## src/rtl/xdma_pkg.sv

```systemverilog
// xdma_pkg: shared XDMA message types and the finish sender state encoding
package xdma_pkg;
  typedef struct packed {
    logic [7:0]  flags;
    logic [15:0] dma_id;
  } xdma_to_remote_finish_t;
  typedef enum logic [1:0] {Idle, Send, WaitRsp, Retry} xdma_finish_sender_state_t;
endpackage

```

## src/rtl/xdma_finish_fifo.sv

```systemverilog
// xdma_finish_fifo: registered-output FIFO of pending finish entries, no fall-through
module xdma_finish_fifo #(
  parameter type entry_t = logic,
  parameter int Depth = 4,
  parameter int CntWidth = $clog2(Depth + 1)
) (
  input  logic                clk_i,
  input  logic                rst_i,
  input  logic                push_i,
  input  entry_t              entry_i,
  input  logic                pop_i,
  output entry_t              entry_o,
  output logic                full_o,
  output logic                empty_o,
  output logic [CntWidth-1:0] cnt_o
);
  localparam int PtrW = $clog2(Depth);
  entry_t mem [Depth];
  logic [PtrW-1:0] wptr, rptr;
  logic [CntWidth-1:0] cnt;
  always_ff @(posedge clk_i) begin
    if (push_i) mem[wptr] <= entry_i;
  end
  always_ff @(posedge clk_i) begin
    if (rst_i) begin
      wptr <= '0;
      rptr <= '0;
      cnt  <= '0;
    end else begin
      wptr <= push_i ? wptr + PtrW'(1) : wptr;
      rptr <= pop_i ? rptr + PtrW'(1) : rptr;
      cnt  <= cnt + CntWidth'(push_i) - CntWidth'(pop_i);
    end
  end
  assign entry_o = mem[rptr];
  assign full_o  = cnt == CntWidth'(Depth);
  assign empty_o = cnt == '0;
  assign cnt_o   = cnt;
endmodule

```

## src/rtl/xdma_finish_sender.sv

```systemverilog
// xdma_finish_sender: queues finish requests and sends them one at a time to the previous hop (resend on error with XDMA_FINISH_SENDER_RETRY_EN)
module xdma_finish_sender #(
  parameter type id_t = logic [15:0],
  parameter type addr_t = logic [31:0],
  parameter type data_t = logic [63:0],
  parameter type xdma_to_remote_finish_t = xdma_pkg::xdma_to_remote_finish_t,
  parameter int FifoDepth = 4,
  parameter int CntWidth = $clog2(FifoDepth + 1)
) (
  input  logic                clk_i,
  input  logic                rst_i,
  input  logic                finish_req_valid_i,
  output logic                finish_req_ready_o,
  input  addr_t               finish_req_addr_i,
  input  id_t                 finish_req_dma_id_i,
  output logic                finish_valid_o,
  input  logic                finish_ready_i,
  output addr_t               finish_addr_o,
  output data_t               finish_data_o,
  input  logic                finish_rsp_valid_i,
  input  logic                finish_rsp_err_i,
  output logic                finish_rsp_ready_o,
  output logic [CntWidth-1:0] pending_cnt_o,
  output logic                busy_o,
  output logic                err_o
);
  import xdma_pkg::*;
  typedef struct packed {
    addr_t addr;
    id_t   dma_id;
  } entry_t;
  entry_t head;
  logic full, empty, push, pop;
  logic [CntWidth-1:0] cnt;
  xdma_finish_sender_state_t state_q, state_d;
  xdma_to_remote_finish_t msg;
  assign finish_req_ready_o = ~full & ~rst_i;
  assign push = finish_req_valid_i & finish_req_ready_o;
  xdma_finish_fifo #(.entry_t(entry_t), .Depth(FifoDepth), .CntWidth(CntWidth)) u_fifo (
    .clk_i   (clk_i),
    .rst_i   (rst_i),
    .push_i  (push),
    .entry_i ({finish_req_addr_i, finish_req_dma_id_i}),
    .pop_i   (pop),
    .entry_o (head),
    .full_o  (full),
    .empty_o (empty),
    .cnt_o   (cnt)
  );
  always_ff @(posedge clk_i) begin
    if (rst_i) state_q <= Idle;
    else state_q <= state_d;
  end
`ifdef XDMA_FINISH_SENDER_RETRY_EN
  logic [1:0] retry_q, retry_d;
  always_ff @(posedge clk_i) begin
    if (rst_i) retry_q <= '0;
    else retry_q <= retry_d;
  end
`endif
  always_comb begin
    msg = '0;
    msg.dma_id = head.dma_id;
    state_d = state_q;
    finish_valid_o = 1'b0;
    finish_rsp_ready_o = 1'b0;
    pop = 1'b0;
    err_o = 1'b0;
`ifdef XDMA_FINISH_SENDER_RETRY_EN
    retry_d = retry_q;
`endif
    case (state_q)
      Idle: state_d = empty ? Idle : Send;
      Send: begin
        finish_valid_o = 1'b1;
        state_d = finish_ready_i ? WaitRsp : Send;
      end
      WaitRsp: begin
        finish_rsp_ready_o = 1'b1;
        if (finish_rsp_valid_i) begin
`ifdef XDMA_FINISH_SENDER_RETRY_EN
          if (finish_rsp_err_i && retry_q != 2'd3) begin
            state_d = Retry;
            retry_d = retry_q + 2'd1;
          end else begin
            pop = 1'b1;
            err_o = finish_rsp_err_i;
            retry_d = '0;
            state_d = cnt > CntWidth'(1) ? Send : Idle;
          end
`else
          pop = 1'b1;
          err_o = finish_rsp_err_i;
          state_d = cnt > CntWidth'(1) ? Send : Idle;
`endif
        end
      end
      default: state_d = Send;
    endcase
    // address/data are only driven while a write is offered so idle outputs read as 0
    finish_addr_o = finish_valid_o ? head.addr : '0;
    finish_data_o = '0;
    if (finish_valid_o) finish_data_o[$bits(xdma_to_remote_finish_t)-1:0] = msg;
  end
  assign pending_cnt_o = cnt;
  assign busy_o = (state_q != Idle) | ~empty;
endmodule

```

## config.mk

```make
export PLATFORM = sky130hd
export DESIGN_NAME = xdma_finish_sender
export DESIGN_NICKNAME = d
export VERILOG_FILES = /design/src/rtl/xdma_pkg.sv /design/src/rtl/xdma_finish_fifo.sv /design/src/rtl/xdma_finish_sender.sv
export SDC_FILE = /design/constraint.sdc
export NUM_CORES = 1
export LEC_CHECK = 0
export ABC_AREA = 1
export BUFFER_PORTS_ARGS = -buffer_cell sky130_fd_sc_hd__buf_2
export CAP_MARGIN = 15
export CORE_MARGIN = 5
export CORE_UTILIZATION = 40
export CTS_CLUSTER_SIZE = 16
export DETAILED_ROUTE_END_ITERATION = 8
export GPL_TIMING_DRIVEN = 1
export PLACE_DENSITY = 0.61
export SLEW_MARGIN = 15
export SYNTH_ARGS = -nofsm -noshare
export SYNTH_HDL_FRONTEND = slang
export SYNTH_HIERARCHICAL = 1
export SYNTH_SLANG_ARGS = --single-unit
```

## constraint.sdc

```tcl
create_clock -name clk_i -period 3.6 [get_ports clk_i]
set_clock_uncertainty 0.2 [all_clocks]
set_input_delay 0.72 -clock clk_i [delete_from_list [all_inputs] [get_ports clk_i]]
set_output_delay 0.72 -clock clk_i [all_outputs]
set_load 0.01 [all_outputs]
```

Yosys cells after proc, flatten, opt, wreduce, memory -nomap -nowiden:

Memory sizes are Yosys's and may differ from the RTL's. A register that Yosys moved wholly into a read port is not among the register bits.
Cells that the tools add are included.

* bits in registers: 9
* RAM bits: 192
* output and inout bits: 104
* word-level logic and storage cells: 40
* memories: 1

Memory list
* u_fifo.mem: words 4, width 48, rd ports 1, clocked after Yosys merged registers in 1, write ports 1, RTL line xdma_finish_fifo.sv:18 `entry_t mem [Depth];`

* add/subtract/negate cells: 4
* magnitude comparators: 1
* equal/unequal tests: 4
* multiplexer cells: 17
* bitwise operators: 6
* reduce and logical (&&, ||, !) cells: 3

Operator list (count)
* 32-bit two-way mux: 1
* 16-bit two-way mux: 1
* 1-bit two-way mux: 10
* 2-bit two-way mux: 4
* 2-bit one-hot mux with 3 select lines: 1
* 2-bit by 1-bit adder with 2-bit output (second input constant): 2
* 3-bit by 1-bit adder with 3-bit output: 1
* 3-bit == test (second input constant): 1
* 3-bit by 1-bit greater-than comparator with 1-bit output (second input constant): 1
* 3-bit logical NOT: 1
* 1-bit inverter: 3
* 3-bit by 1-bit subtractor with 3-bit output: 1
* 1-bit AND: 2
* 2-bit by 1-bit == test with 1-bit output (second input constant): 1
* 2-bit == test (second input constant): 1
* 2-bit logical NOT: 1
* 2-bit != test (second input constant): 1
* 2-bit nonzero test: 1
* 1-bit OR: 1

Logic depth before layout (Yosys ltp):

* depth after elaboration: 6
* gate-level depth with buffers: 10

Cells and area by module:

Netlist, hierarchy kept.

Modules (own cells, without submodules)
* xdma_finish_fifo: instances 1, cells an instance 616, area each 8029.0 um^2
* xdma_finish_sender: instances 1, cells an instance 182, area each 989.7 um^2

Worst setup path before layout:

Ideal clock, no wire load.

* path type: input-to-reg
* start: input finish_req_valid_i
* end: memory u_fifo/mem[0][0] in the netlist's numbering, enable pin
* setup time: 402 ps
* arrival: 2198 ps
* data required time: 2998 ps
* slack: 800 ps
* stages on the path: 3
* buffers on the path: 0
* path through: nor3b_1 -> nand2_1 -> inv_1

* cells in the longest elaborated chain, start to end: 3

Ends and longest elaborated chain
* from (decl): RTL line xdma_finish_sender.sv:12 `input logic finish_req_valid_i,`
* 1-bit AND: RTL line xdma_finish_sender.sv:38 `assign push = finish_req_valid_i & finish_req_ready_o;`
* 1-bit two-way mux: RTL line xdma_finish_fifo.sv:22 `if (push_i) mem[wptr] <= entry_i;`
* 1-bit two-way mux (not written as such): RTL line xdma_finish_fifo.sv:22
* to (decl): RTL line xdma_finish_fifo.sv:18

No other way between the ends.

==> results by stage <==
Placement:
- After legalization and detailed placement, the total HPWL measured 10900 µm.
- The final weighted congestion in routability-driven placement is 0.751.
- Counting tap cells, the placed design contains a total of 1167 instances.
- In this run the tool buffered the top-level ports with 109 buffer cells.
- OpenSTA, run right after detailed placement, puts the worst setup slack at between 1000 and 1500 ps.

Clock tree:
- After clock tree synthesis, the flow added hold-fix buffers numbering 0.
- The number of H-tree levels is 1.
- Buffers added to address setup during post-CTS repair amount to 0.
- The register clock-pin slew on the reported worst setup and hold paths is 60 ps.
- The maximum buffer depth of the clock tree is 3.
- After clock tree synthesis, the repair step resized 0 gates.
- The CTS tree is done.
- The clock root buffer is clkbuf_16.
- The number of buffers added by the clock tree synthesis step is 22.
- The number of clock sinks is 203.
- The clock latency on the worst-skew pair is 480 ps.

Worst setup path:
- STA classifies the critical path startpoint as a flip-flop.
- The number of buffers and inverters on the critical path is 3.
- STA puts the critical path data arrival time at 2080 ps.
- The worst setup path is of the flip-flop to output pin kind.
- For the worst setup path, the data required time is 2680 ps.
- The endpoint of the worst-slack reg-to-reg timing path is u_fifo/mem[2][37]$_DFFE_PP_.
- The delay of the slowest cell on the worst path is 610 ps.
- Setup slack on the worst reg-to-reg path comes out at approximately 1300 ps.
- The depth of the worst register-to-register path is 8.
- The startpoint of the most critical register-to-register path is u_fifo/cnt_o[1]$_SDFF_PP0_.
- The cell at the slowest stage of the critical path is dfxtp_4.
- Counting buffers and inverters, the worst setup path is 7 cells deep.
- Traced cell by cell, the critical path runs through buf_12, a21oi_1, o21ai_1, nand2_1, inv_1, nor2_2, buf_2.
- The critical path endpoint category is an output pin.
- The termination of the worst setup path is finish_data_o[11].
- The peak fanout along the critical path is between 70 and 80.
- The family of cells with the greatest summed delay on the critical path is flip-flops.

Finish:
- Compared with the post-synthesis result, the final layout area differs by 13.6%.
- For this run, the share of the core covered by cells in the final layout is 45.7%.
- After the flow finishes, the layout carries non-filler instances totaling around 1.2k.
- The repair_antennas step left the layout with diodes totalling 0.
- The post-route netlist has 19.2% of its cells at a drive strength greater than 1.
- The net count of the finished layout is 967.

Timing:
- At the pin with the least slew margin, the transition time is between 500 and 600 ps.
- Subtracting the final worst setup slack from the clock period gives 3000 ps.
- The relative slew slack is 61.8%.
- Setup violations remaining at the end of the flow were counted as 0.
- The worst path uses 83.4% of the clock period.
- Setup repair after global routing left no endpoint under its margin.
- The total count of max-transition violations in the final report is 0.
- The top achievable clock speed is 333 MHz.
- The count of final hold-check violations was 0.
- The final-layout setup total negative slack is 0 ps.
- The worst hold-check slack is 245 ps.
- The worst setup slack after layout is 599 ps.

Logic synthesis:
- The gate count of the mapped netlist is 798.
- The share of synthesized area in the top cell type comes to 63.9%.
- Among all cell types in the netlist, the one instantiated most often is edfxtp_1.
- Counting flops with a built-in enable in the synthesized netlist gives 192.
- In the synthesized netlist the dominant register cell turns out to be edfxtp_1.
- The mapped cell area is 0.00902 mm².
- Sequential cells were found to cover 66.4% of the synthesized design area.
- In the post-synthesis netlist, the biggest area contributors are edfxtp_1 64%, inv_1 7.0%, nand2_1 4.7%.
- A synthesized cell averages approximately 11 µm².
- The number of warnings issued by yosys is 6.
- Counting instances in the post-synthesis netlist gives the leading cell types as 192 x edfxtp_1, 167 x inv_1, 114 x nand2_1.
- The leading area contributor after synthesis is edfxtp_1.
- The count of different cell masters after synthesis is 23.
- The total of flip-flops plus latches after synthesis is 203.
- For this run, asynchronously set or reset flops after synthesis account for 0%.

Flow run:
- The count of maximum capacitance violations is 0.

GRT:
- The initial antenna violation count is 5.
- Entering global routing, the biggest net connects 79 pins.
- Across every metal layer, demand over resource in global routing totals 12.8%.
- The first-pass GRT wire length is 26700 µm.
- The number of global-route vias before repair is 5201.
- For this run the aggregate overflow at the end of global routing stands at 0.

Pwr:
- Cell internal power was estimated by the tool at 4.15 mW.
- For this design the static power due to leakage is 4.33 nW.
- The reported net switching power is 1.39 mW.
- The largest vdd supply drop is 0.333 mV.
- The part of the power in registers is 49.4%.
- In this run the power density over the cells is 541 mW/mm².
- The clock network accounts for a little over a third of the total power.
- The switching fraction of total power is between 20% and 30%.
- Combinational logic is responsible for 14.7% of the overall power.

Floorplan:
- The horizontal die dimension is roughly 160 µm.
- The die covers 0.0256 mm².
- The total core area is 0.0224 mm².
- The effective utilization at floorplan is between 40 and 50%.
- After floorplanning, the core was divided into 55 placement rows.
- The die is roughly 160 µm tall.
- 158 I/O pins were placed.

Route:
- The via density per instance is about 4.5.
- The final routed DRC violation total is 0.
- For this run, the detailed router's first-pass iteration total came to 4.
- The via total after detailed routing is 5428.
- The remaining antenna violation count is 0.
- The routed design has 16900 µm of wire.
- The first routing iteration left 274 violations.
- The detail-routed net length per standard cell is roughly 14 µm.

Hold path:
- In this run the most critical hold path is launched from finish_req_dma_id_i[14].
- The min-delay analysis places its worst path in the category input port to flip-flop.

Outcome:
- The run finished with clean final reports.
[layer usage]
metal	track usage (%)	wire [µm]
met4	3.29	276
met1	16.3	7410
met3	3.95	1330
met2	21.4	7800
met5	0	67
[power by group through the flow]
stage	clock network, mW	logic [mW]	registers [mW]
after floorplan	0	0.587	2.78
after global placement	0	0.822	2.78
after detailed placement	0	0.836	2.78
after CTS	2.05	0.839	2.74
after global routing	2.15	0.927	2.75
final	1.99	0.814	2.73
[layout by cell type (no fill, tap or decap), types with 7 or more instances in the layout]
cell / n
nor2_1: 40
conb_1: 48
buf_2: 109
nand2_1: 114
clkbuf_16: 23
nor2_2: 20
a21oi_1: 55
o21ai_1: 46
o211ai_1: 48
edfxtp_1: 192
dfxtp_1: 9
buf_4: 7
clkbuf_1: 10
inv_1: 163
[metrics by stage]
step           area (µm²)  power, mW
5_1_grt             10200       5.82
3_5_place_dp         9600       3.62
2_1_floorplan        9200       3.36
4_1_cts             10200       5.63
6_report            10200       5.54
3_3_place_gp         9600       3.60
[cell families after synthesis]
group,count (synthesis),synth area share [%]
buf+inv,253,14.5
flops,203,66.4
simple gates,179,8.14
compound gates,155,9.93
fa+ha+maj,7,1.05
other cells,1,0.0416
[worst min path at each step]
| stage | endpoint | depth (start not counted) |
|---|---|---|
| 2_1_floorplan | flip-flop | 2 |
| 3_3_place_gp | flip-flop | 1 |
| 3_5_place_dp | flip-flop | 1 |
| 4_1_cts | u_fifo/mem[2][14]$_DFFE_PP_ | 1 |
| 5_1_grt | u_fifo/mem[1][27]$_DFFE_PP_ | 1 |
| 6_report | u_fifo/mem[2][14]$_DFFE_PP_ | 1 |
[sequential cells by signal, summed over array words and instances (netlist names), named ones only]
register,cells
u_fifo/mem,192
u_fifo/cnt_o,3
state_q,2
u_fifo/rptr,2
u_fifo/wptr,2
[cell type report]
class,instances,area [µm²]
clock buffer,34,627
inverter,168,631
tap,285,357
multi-input combinational,389,1910
clock inverter,3,13.8
fill,2093,12200
timing repair buffer,122,718
sequential,203,5990
No activity file was read; power rests on OpenSTA's default activity.
